===== config.mk =====
export PLATFORM = sky130hd
export DESIGN_NAME = rgmii_frame_receiver
export DESIGN_NICKNAME = d
export VERILOG_FILES = /design/src/rtl/rgmii_frame_receiver.sv
export SDC_FILE = /design/constraint.sdc
export NUM_CORES = 1
export LEC_CHECK = 0
export ABC_AREA = 1
export BUFFER_PORTS_ARGS = -buffer_cell sky130_fd_sc_hd__buf_4
export CAP_MARGIN = 10
export CORE_MARGIN = 4
export CORE_UTILIZATION = 30
export CTS_BUF_LIST = sky130_fd_sc_hd__clkbuf_8
export DETAILED_ROUTE_END_ITERATION = 10
export PLACE_DENSITY = 0.59
export SYNTH_ARGS = -nofsm -noshare
export SYNTH_HDL_FRONTEND = slang
export SYNTH_SLANG_ARGS = --single-unit

===== constraint.sdc =====
create_clock -name clock -period 2.84 [get_ports clock]
set_input_delay 0.568 -clock clock [delete_from_list [all_inputs] [get_ports clock]]
set_output_delay 0.568 -clock clock [all_outputs]
set_load 0.02 [all_outputs]

===== src/rtl/rgmii_frame_receiver.sv =====
// rgmii_frame_receiver
//   Turns DDR-captured RGMII receive bytes into a framed byte stream.
//   Strips preamble/SFD, marks the first and last byte of each frame, flags
//   frames ended by RX_ER or oversize, and decodes in-band link status
//   while the line is idle.
//
// Ports
//   clock               receive clock, rising edge
//   reset               asynchronous active-high reset
//   byte_in[7:0]        [3:0] rising-edge nibble, [7:4] falling-edge nibble
//   control_in[1:0]     [0] RX_DV, [1] RX_DV xor RX_ER
//   packaged_data[9:0]  [7:0] byte, [8] first, [9] last
//   packaged_data_valid one-cycle qualifier for packaged_data
//   packaged_data_error with valid and [9]: frame ended by RX_ER or oversize
//   frame_length[15:0]  emitted byte count, updated with the last byte
//   frame_dropped       pulse when a frame is discarded before any output
//   speed_code[1:0]     in-band speed (00 10M, 01 100M, 10 1000M)
//   link_up             in-band link status
//   full_duplex         in-band duplex status
//
// state      | meaning
// S_IDLE     | line idle, waiting for the first preamble byte
// S_PREAMBLE | counting 0x55 bytes, waiting for SFD
// S_PACK     | frame body; one byte held back so the last can be marked
// S_DROP     | discarding the rest of a bad frame until RX_DV falls

module rgmii_frame_receiver #(
    parameter int PREAMBLE_MIN         = 6,
    parameter int MAX_FRAME_BYTES      = 1522,
    parameter int INBAND_STATUS_ENABLE = 1
) (
    input  logic        clock,
    input  logic        reset,
    input  logic [7:0]  byte_in,
    input  logic [1:0]  control_in,
    output logic [9:0]  packaged_data,
    output logic        packaged_data_valid,
    output logic        packaged_data_error,
    output logic [15:0] frame_length,
    output logic        frame_dropped,
    output logic [1:0]  speed_code,
    output logic        link_up,
    output logic        full_duplex
);

    typedef enum logic [1:0] {
        S_IDLE     = 2'd0,
        S_PREAMBLE = 2'd1,
        S_PACK     = 2'd2,
        S_DROP     = 2'd3
    } state_t;

    localparam logic [2:0]  PRE_MIN = 3'(PREAMBLE_MIN);
    localparam logic [15:0] MAX_LEN = 16'(MAX_FRAME_BYTES);
    localparam logic [7:0]  PRE_BYTE = 8'h55;
    localparam logic [7:0]  SFD_BYTE = 8'hD5;

    state_t      state_q, state_d;
    logic [2:0]  pre_cnt_q, pre_cnt_d;
    logic        hold_valid_q, hold_valid_d;
    logic [7:0]  hold_byte_q, hold_byte_d;
    logic        hold_first_q, hold_first_d;
    logic        first_pend_q, first_pend_d;
    logic [15:0] len_q, len_d;

    logic [9:0]  data_q, data_d;
    logic        valid_q, valid_d;
    logic        error_q, error_d;
    logic [15:0] flen_q, flen_d;
    logic        dropped_q, dropped_d;
    logic [1:0]  speed_q, speed_d;
    logic        link_q, link_d;
    logic        duplex_q, duplex_d;

    logic dv;
    logic er;

    always_comb begin
        dv = control_in[0];
        er = control_in[0] ^ control_in[1];

        state_d      = state_q;
        pre_cnt_d    = pre_cnt_q;
        hold_valid_d = hold_valid_q;
        hold_byte_d  = hold_byte_q;
        hold_first_d = hold_first_q;
        first_pend_d = first_pend_q;
        len_d        = len_q;
        data_d       = data_q;
        valid_d      = 1'b0;
        error_d      = 1'b0;
        flen_d       = flen_q;
        dropped_d    = 1'b0;
        speed_d      = speed_q;
        link_d       = link_q;
        duplex_d     = duplex_q;

        case (state_q)
            S_IDLE: begin
                if (dv) begin
                    if (byte_in == PRE_BYTE) begin
                        state_d   = S_PREAMBLE;
                        pre_cnt_d = 3'd1;
                    end else begin
                        state_d = S_DROP;
                    end
                end
            end

            S_PREAMBLE: begin
                if (!dv) begin
                    state_d = S_IDLE;
                end else if (byte_in == PRE_BYTE) begin
                    pre_cnt_d = (pre_cnt_q == 3'd7) ? 3'd7 : pre_cnt_q + 3'd1;
                end else if (byte_in == SFD_BYTE && pre_cnt_q >= PRE_MIN) begin
                    state_d      = S_PACK;
                    first_pend_d = 1'b1;
                    hold_valid_d = 1'b0;
                    len_d        = 16'd0;
                end else begin
                    state_d   = S_DROP;
                    dropped_d = 1'b1;
                end
            end

            S_PACK: begin
                if (!dv || er || len_q == MAX_LEN) begin
                    // Frame ends here: flush the held byte as last, or drop
                    // the frame if nothing was ever captured.
                    if (hold_valid_q) begin
                        valid_d = 1'b1;
                        data_d  = {1'b1, hold_first_q, hold_byte_q};
                        error_d = dv;
                        flen_d  = len_q;
                    end else begin
                        dropped_d = 1'b1;
                    end
                    hold_valid_d = 1'b0;
                    state_d      = dv ? S_DROP : S_IDLE;
                end else begin
                    if (hold_valid_q) begin
                        valid_d = 1'b1;
                        data_d  = {1'b0, hold_first_q, hold_byte_q};
                    end
                    hold_byte_d  = byte_in;
                    hold_first_d = first_pend_q;
                    first_pend_d = 1'b0;
                    hold_valid_d = 1'b1;
                    len_d        = (len_q == 16'hFFFF) ? len_q : len_q + 16'd1;
                end
            end

            S_DROP: begin
                if (!dv) begin
                    state_d = S_IDLE;
                end
            end

            default: state_d = S_IDLE;
        endcase

        // In-band status is repeated in both nibbles while the line is idle.
        if (INBAND_STATUS_ENABLE != 0 && !dv && !er && byte_in[3:0] == byte_in[7:4]) begin
            link_d   = byte_in[0];
            speed_d  = byte_in[2:1];
            duplex_d = byte_in[3];
        end
    end

    always_ff @(posedge clock or posedge reset) begin
        if (reset) begin
            state_q      <= S_IDLE;
            pre_cnt_q    <= 3'd0;
            hold_valid_q <= 1'b0;
            hold_byte_q  <= 8'd0;
            hold_first_q <= 1'b0;
            first_pend_q <= 1'b0;
            len_q        <= 16'd0;
            data_q       <= 10'd0;
            valid_q      <= 1'b0;
            error_q      <= 1'b0;
            flen_q       <= 16'd0;
            dropped_q    <= 1'b0;
            speed_q      <= 2'd0;
            link_q       <= 1'b0;
            duplex_q     <= 1'b0;
        end else begin
            state_q      <= state_d;
            pre_cnt_q    <= pre_cnt_d;
            hold_valid_q <= hold_valid_d;
            hold_byte_q  <= hold_byte_d;
            hold_first_q <= hold_first_d;
            first_pend_q <= first_pend_d;
            len_q        <= len_d;
            data_q       <= data_d;
            valid_q      <= valid_d;
            error_q      <= error_d;
            flen_q       <= flen_d;
            dropped_q    <= dropped_d;
            speed_q      <= speed_d;
            link_q       <= link_d;
            duplex_q     <= duplex_d;
        end
    end

    assign packaged_data       = data_q;
    assign packaged_data_valid = valid_q;
    assign packaged_data_error = error_q;
    assign frame_length        = flen_q;
    assign frame_dropped       = dropped_q;
    assign speed_code          = speed_q;
    assign link_up             = link_q;
    assign full_duplex         = duplex_q;

endmodule


======== After elaboration in Yosys (flattened, before gate mapping) ========
Index checks and enable logic that the tools add are counted.
word-level totals
  output and inout bits ................... 33
  bits in registers ....................... 65
  input port bits ......................... 12
  logic and storage cells ................. 103
cells by class
  equality and inequality tests ........... 20
  muxes and demuxes ....................... 45
  bitwise operators ....................... 2
  $lt $le $gt $ge ......................... 1
  reductions and logical operators ........ 18
  add/subtract/negate cells ............... 2
operators with widths
  operator                                                            number
  16-bit two-way mux                                                  5
  16-bit case mux with 2 select lines                                 1
  10-bit two-way mux                                                  3
  2-bit inequality test (second input constant)                       10
  1-bit two-way mux                                                   19
  16-bit by 1-bit adder with 16-bit output (second input constant)    1
  16-bit by 11-bit == test with 1-bit output (second input constant)  1
  16-bit == test (second input constant)                              1
  3-bit two-way mux                                                   5
  2-bit two-way mux                                                   7
  5-bit AND reduction                                                 2
  8-bit by 7-bit == test with 1-bit output (second input constant)    1
  8-bit == test (second input constant)                               1
  2-bit case mux with 4 select lines                                  1
  4-bit AND reduction                                                 2
  1-bit case mux with 2 select lines                                  3
  3-bit case mux with 2 select lines                                  1
  6-bit AND reduction                                                 1
  2-bit == test (second input constant)                               2
  4-bit == test                                                       1
  2-bit AND reduction                                                 2
  2-bit nonzero test                                                  2
  3-bit by 1-bit adder with 3-bit output (second input constant)      1
  3-bit == test (second input constant)                               1
  10 further kinds                                                    14

======== Logic depth before layout (Yosys ltp) ========
Gate-level depths: netlist of run 1.
  depth in word-level cells ............... 6
  mapped depth ............................ 12
  gate-level depth less buffers ........... 11

======== Worst setup path before layout of run 1 ========
Ideal clock, no wire load.
  path kind ............................... register -> register
  start point ............................. reg state_q[0]
  end point ............................... reg len_q[3]
  clock period less this slack ............ 1.668 ns
  arrival ................................. 1.603 ns
  required time ........................... 2.775 ns
  library setup time ...................... 0.065 ns
  cell stages (with the launch flop) ...... 11
  buffers on the path ..................... 2
  path slack .............................. 1.172 ns
  path through ............................ dfrtp_1 inv_1 ha_1 buf_4 inv_1 nor3_1 nand4_2 nand3_4 buf_6 nand2_1 nand2_1
between the ends
  cells in the longest elaborated chain, start to end .. 3
  elaborated cells between the ends (all ways) .. 10
  those cells by class .................... eq/ne (7); mux (1); reduce/logical (2)
ends and longest elaborated chain
  element                                                                       line  text
  start: declaration                                                            58    state_t state_q, state_d;
  start signal: assignment                                                      188   state_q <= state_d;
  2-bit == test or 2-bit by 1-bit == test with 1-bit output (tied branches)     98    case (state_q)
  2-bit inequality test (no source line) or 2-bit nonzero test (tied branches)  n/a
  6-bit AND reduction (no source line)                                          n/a
  end signal: assignment                                                        194   len_q <= len_d;
  end: declaration                                                              64    logic [15:0] len_q, len_d;
Several ways; a longest one is shown, not always the timed one.
A chain may end at the register's enable or synchronous reset.

======== Worst setup path in the final report of run 1 ========
  start point ............................. reg state_q[0]
  end point ............................... reg flen_q[12] (netlist: frame_length[12])
between the ends
  cells in the longest elaborated chain, start to end .. 2
ends and longest elaborated chain
  element                               line  text
  2-bit == test                         98
  3-bit AND reduction (no source line)  n/a
  end signal: assignment                198   flen_q <= flen_d;
  end: declaration                      69    logic [15:0] flen_q, flen_d;
No other way between the ends.

==> results of run 1 <==
## cells by family after synthesis
family,share of synthesized area (%)
buffers and inverters,7.84
multiplexers,0.286
AO/OA/AOI/OAI,8.45
adder cells (fa/ha/maj),3.22
XOR/XNOR,1.50
flip-flops,46.5
AND/OR/NAND/NOR,32.2
## flip-flops by register name (all words and copies together), names as in the netlist
| name | cells |
|---|---|
| frame_length | 16 |
| len_q | 16 |
| hold_valid_q | 1 |
| frame_dropped | 1 |
| packaged_data_valid | 1 |
| hold_first_q | 1 |
| speed_code | 2 |
| pre_cnt_q | 3 |
| link_up | 1 |
| first_pend_q | 1 |
| full_duplex | 1 |
| hold_byte_q | 8 |
| packaged_data_error | 1 |
| state_q | 2 |
| packaged_data | 10 |
## cell usage after synthesis (2+ instances only)
| cell | number | area [sq um] |
|---|---|---|
| xor2_1 | 5 | 43.8 |
| buf_6 | 6 | 67.6 |
| buf_4 | 3 | 22.5 |
| nand2_1 | 145 | 544 |
| a21oi_1 | 7 | 35.0 |
| o21ai_2 | 13 | 114 |
| inv_2 | 4 | 15.0 |
| nor3_1 | 4 | 20.0 |
| nand3_2 | 2 | 20.0 |
| o21bai_1 | 2 | 15.0 |
| inv_1 | 35 | 131 |
| nor2_4 | 2 | 22.5 |
| o21ai_0 | 18 | 90.1 |
| clkinv_2 | 2 | 10.0 |
| nand3_1 | 29 | 145 |
| nand4_1 | 6 | 37.5 |
| clkbuf_1 | 2 | 7.51 |
| nor2_1 | 39 | 146 |
| dfrtp_1 | 65 | 1630 |
| buf_2 | 2 | 10.0 |
| nand2_2 | 16 | 100 |
| ha_1 | 9 | 113 |
| nor2_2 | 3 | 18.8 |
## layer usage
layer / wire length [um] / vias up
met3: 249 / 9
met1: 3580 / 1314
met2: 3630 / 45
li1: - / 1452
met5: 0 / -
met4: 135 / 0
## worst min-delay path by stage
stage                          from                   to  slack (ps)  cells past startpoint
floorplan            hold_byte_q[0]     packaged_data[0]         440                      2
global placement     hold_byte_q[1]     packaged_data[1]         450                      2
detailed placement   hold_byte_q[1]     packaged_data[1]         460                      2
CTS                 frame_length[1]      frame_length[1]         480                      2
global route         hold_byte_q[6]     packaged_data[6]         490                      2
finish                        reset  packaged_data_valid         470                      3
## worst max-delay path, stage by stage (launching register included)
cell,delay [ps]
dfrtp_1,420
inv_1,120
ha_1,360
nand2_1,440
nor2_8,250
inv_2,280
nand2_2,150
o21ai_2,60
## area by class of cell
class	instances	area [sq um]
Clock inverter	2	35.0
Inverter	43	166
Multi-Input combinational cell	313	1590
Timing Repair Buffer	47	353
Clock buffer	13	179
Fill cell	1197	7290
Sequential cell	65	1630
Tap cell	143	179
## per-stage QoR
step	util, %	std cells	cell area (sq um)
finish	36.2	626	4130
global route	36.2	626	4130
CTS	36.2	626	4130
detailed placement	34.3	611	3920
global placement	34.3	611	3920
floorplan	-	434	3490
## power breakdown
| group | total [uW] | switching [uW] | internal [uW] | leakage [uW] |
|---|---|---|---|---|
| Clock | 837 | 342 | 495 | 0.000112 |
| Sequential | 1360 | 176 | 1190 | 0.000839 |
| Combinational | 1330 | 830 | 499 | 0.00113 |
| Total | 3530 | 1350 | 2180 | 0.00208 |
==> impl_metrics.yaml, run 1 <==
status:
  status: "complete, no violations"
clock_network:
  cts_resized: 0
  cts_buffer_depth: 2
  cts_tree: "done"
  hold_buffers: 0
  cts_setup_buffers: 0
  cts-buffers-inserted: 9
  clockRootBuffer: "clkbuf_8"
  htree_levels: 3
  cts.sinks: 65
  clk_latency_ps: 350
  clk_pin_slew_ps: 70
routing:
  vias: 2820
  avgRoutedWirePerCell_um: 12.1
  drtIter0Drc: 101
  vias_per_cell: 4.50
  ant_nets: 0
  first_pass_iters: 5
  drt_wl_total_um: 7600
  drc: 0
logic_synthesis:
  synth_edf_count: 0
  syn_inst: 434
  avgSynthCellArea_sq_um: 8.05
  synth_ff_type: "dfrtp_1"
  seq_area_frac_synth_pct: 46.5
  syn-num-nets: 455
  ys_ff_latch: 65
  synthArstFlopShare_pct: 100
  synth_warnings: 0
  netlist_area_sq_um: 3490
  synth.distinct_cells: 38
setup_path:
  startpoint: "state_q[0]"
  crit_arrival_ps: 2440
  r2r_slack_ps: 610
  required_ps: 3050
  r2r_end: "frame_length[12]"
  crit_fanout: 30
  path_class: "flop to flop"
  reg2reg_depth: 7
  crit_path_start_kind: "flop"
  r2r_start: "state_q[0]"
  crit_end: "frame_length[12]"
  cp-end-kind: "flop"
sta:
  slew_headroom_pct: 44.5
  min_period_ps: 2230
  worst_slew_pin_slew_ps: 833
  fin_hold_ws_ps: 469
  setup_viol: 0
  fin_crit_sh_pct: 78.5
  fin_tns_setup_ps: 0
  report.final.slew_viol_count: 0
  fin_skew_ps: 9.29
  fmax_ghz: 0.449
  rsz0062_at_grt: "no"
  setup_ws_ps: 611
  hold_viol: 0
floorplan:
  start_util_pct: 30.6
  pin_count: 45
  die-width_um: 116
  die_h_um: 116
  core_area_sq_um: 11400
  row_count: 39
  dieArea_sq_um: 13400
grt:
  grt_pass1_vias: 2711
  antenna_found_initial: 0
  grt_pass1_wl_um: 13100
  met2_usage_pct: 19.4
  grt_max_degree: 66
  grt.met3_usage_pct: 2.77
  grt_overflow: 0
  busiest_layer: "met2"
  grt_usage_pct: 12.3
  globalRouteMet1Util_pct: 16.0
power_and_ir_drop:
  p_per_area_nw_per_um2: 854
  cellLeakagePower_uw: 0.00208
  power.total_uw: 3530
  ir_worst_vdd_uv: 370
place:
  hpwl_um: 5520
  dp_slack_ps: 581
  numPortBuffers: 44
  gp_congestion: 0.890
layout:
  area_delta_synth_final_pct: 18.3
  layout_commonest_cell: "nand2_1"
  antennaDiodeCount: 0
  drive_gt1_share_pct: 22.8
  finalNetCount: 500
  mostFrequentLayoutCells: "nand2_1 (145), dfrtp_1 (65), buf_4 (47), nor2_1 (39), inv_1 (34)"
min_path:
  min_path_type: "primary input to async pin"
run:
  cap_violations: 0
Note: power is estimated with default switching activity, not from simulation.
==> inputs of run 2 (changes only) <==
ABC_AREA = 0   (was 1)
clock period = 2.1 ns   (was 2.84 ns; I/O delays follow)
==> impl_metrics.yaml, run 2 <==
clock_network:
  cts_tree: "done"
  cts-buffers-inserted: 9
  clk_latency_ps: 350
  htree_levels: 3
  clockRootBuffer: "clkbuf_8"
  clk_pin_slew_ps: 70
  cts_buffer_depth: 2
  cts.sinks: 65
  hold_buffers: 0
layout:
  layout_commonest_cell: "buf_4"
  fillers: 970
  drive_gt1_share_pct: 44.5
  antennaDiodeCount: 0
  mostFrequentLayoutCells: "buf_4 (94), dfrtp_1 (63), mux2_2 (35), nand2_1 (26), nand3_1 (14)"
  finalNetCount: 398
  area_delta_synth_final_pct: 35.0
logic_synthesis:
  seq_area_frac_synth_pct: 51.0
  synth.largest_area_cell: "dfrtp_1"
  synth.distinct_cells: 47
  syn_inst: 285
  synth_edf_count: 0
  avgSynthCellArea_sq_um: 11.2
  synth_ff_type: "dfrtp_1"
  synth.top_cell.area_share_pct: 51.0
  ys_ff_latch: 65
  post-synth-top-count-cell: "dfrtp_1"
  synth.area.top_cells: "dfrtp_1 (51%), mux2_2 (12%), ha_1 (3.5%)"
  ys_top_cells_by_count: "dfrtp_1 (65), mux2_2 (35), nand2_1 (26), nand3_1 (16), inv_1 (15)"
  synthArstFlopShare_pct: 100
  syn-num-nets: 306
  netlist_area_sq_um: 3190
  synth_warnings: 0
setup_path:
  required_ps: 2330
  cp-end-kind: "flop"
  crit_path_start_kind: "flop"
  crit_chain: "inv_2 > ha_1 > o211ai_1 > o41ai_4 > nand2_2 > a211o_4 > a221o_1"
  path_class: "flop to flop"
  crit_buf_inv: 1
  slowest_stage: "dfrtp_1"
  r2r_slack_ps: 20
  crit_family: "compound AO/OA/AOI/OAI gates"
  crit_arrival_ps: 2310
  crit_fanout: 8
  crit_path_max_incr_delay_ps: 400
sta:
  fin_crit_sh_pct: 99.2
  fin_tns_setup_ps: 0
  fin_skew_ps: 9.11
  worst_slew_pin_slew_ps: 363
  fmax_ghz: 0.480
  hold_viol: 0
  setup_viol: 0
  report.final.slew_viol_count: 0
  rsz0062_at_grt: "yes"
  fin_hold_ws_ps: 119
  min_period_ps: 2080
  slew_headroom_pct: 75.8
routing:
  routed.top_layer: "met4"
  first_pass_iters: 5
  drtIter0Drc: 162
  avgRoutedWirePerCell_um: 14.4
  vias: 2547
  drt-met1-wl_um: 3510
  vias_per_cell: 4.92
  routed-wl-met3_um: 338
  drt_wl_total_um: 7440
  wl_met2_um: 3460
  ant_nets: 0
  drc: 0
place:
  gp_congestion: 0.857
  numPortBuffers: 44
  hpwl_um: 5570
floorplan:
  die_h_um: 111
  row_count: 37
  start_util_pct: 30.9
  dieArea_sq_um: 12300
  core_area_sq_um: 10300
  die-width_um: 111
  pin_count: 45
grt:
  grt_max_degree: 66
  grt_pass1_vias: 2547
  grt_usage_pct: 12.4
  antenna_found_initial: 0
  grt_overflow: 0
  grt_pass1_wl_um: 12600
power_and_ir_drop:
  ir_worst_vdd_uv: 320
  cellLeakagePower_uw: 0.00211
  p_per_area_nw_per_um2: 1000
status:
  status: "complete, no violations"
min_path:
  min_path_type: "primary input to async pin"
run:
  cap_violations: 0
-- run 2: changes by cell type in the layout (fill, tap and decap cells not counted), moves of 6 or more --
| cell | previous run | this run |
|---|---|---|
| nor2_1 | 39 | 9 |
| nand2_2 | 16 | 3 |
| and3_1 | 0 | 6 |
| mux2_2 | 0 | 35 |
| o31ai_1 | 1 | 7 |
| o21ai_2 | 13 | 0 |
| inv_1 | 34 | 12 |
| nand3_1 | 29 | 14 |
| o21ai_0 | 18 | 9 |
| nand2_1 | 145 | 26 |
| buf_4 | 47 | 94 |
-- run 2: layer usage --
layer / global-route usage (%) / up-vias
li1: - / 1231
met1: 16.6 / 1249
met2: 19.1 / 53
met3: 3.44 / 14
met4: 4.87 / 0
met5: 0 / -
-- run 2: final timing paths --
kind / to / depth (start not counted) / startpoint
worst max-delay path: len_q[8] / 7 / pre_cnt_q[0]
worst min-delay path: packaged_data[8] / 3 / reset
worst max register to register: len_q[8] / 7 / pre_cnt_q[0]
worst min register to register: hold_byte_q[6] / 2 / hold_byte_q[6]
max in group asynchronous: pre_cnt_q[0] / 3 / reset
min in group clock: link_up / 2 / byte_in[0]
-- run 2: cells by family (layout without fill, tap and decap cells) --
kind of cell	after synthesis	in the layout	share of synthesized area, %
and+or+nand+nor	89	89	14.9
xor gates and xnor gates	1	1	0.275
DFF	65	65	51.0
buffers and inverters	30	127	3.88
AOI/OAI and AO/OA	52	52	12.7
adders and majority gates	9	9	3.53
muxes	39	39	13.7
-- run 2: area by class of cell --
class	instances	area (sq um)	share of cell area, %
Clock buffer	9	124	2.88
Tap cell	136	170	3.95
Multi-Input combinational cell	190	1510	34.9
Inverter	15	56.3	1.31
Clock inverter	7	77.6	1.80
Timing Repair Buffer	96	746	17.3
Sequential cell	65	1630	37.8
-- run 2: power by group --
group | internal (uW) | leakage (uW) | switching [uW]
Clock | 558 | 0.000100 | 525
Combinational | 747 | 0.00115 | 858
Sequential | 1490 | 0.000863 | 137
Total | 2800 | 0.00211 | 1520
-- run 2: worst register-to-register path, stage by stage (launching register included) --
cell and delay (ps):
dfrtp_1 400, inv_2 70, ha_1 150, o211ai_1 170
o41ai_4 300, nand2_2 140, a211o_4 380, a221o_1 370
-- run 2: what timing repair did --
item,4_1_cts,5_1_grt
setup buffers,0,3
gates resized for setup,5,12
setup endpoints to repair,16,40
pin swaps,1,8
-- run 2: stage by stage --
stage	total power [uW]	cells	cell area (sq um)	setup slack, ps	utilization (%)
3_5_place_dp	3200	499	4020	-149	38.9
6_report	4320	518	4310	16.2	41.7
4_1_cts	4330	515	4240	-10.5	41.1
2_1_floorplan	2570	285	3190	53.5	-
5_1_grt	4590	518	4310	-38.0	41.7
3_3_place_gp	3160	499	4020	-87.2	38.9
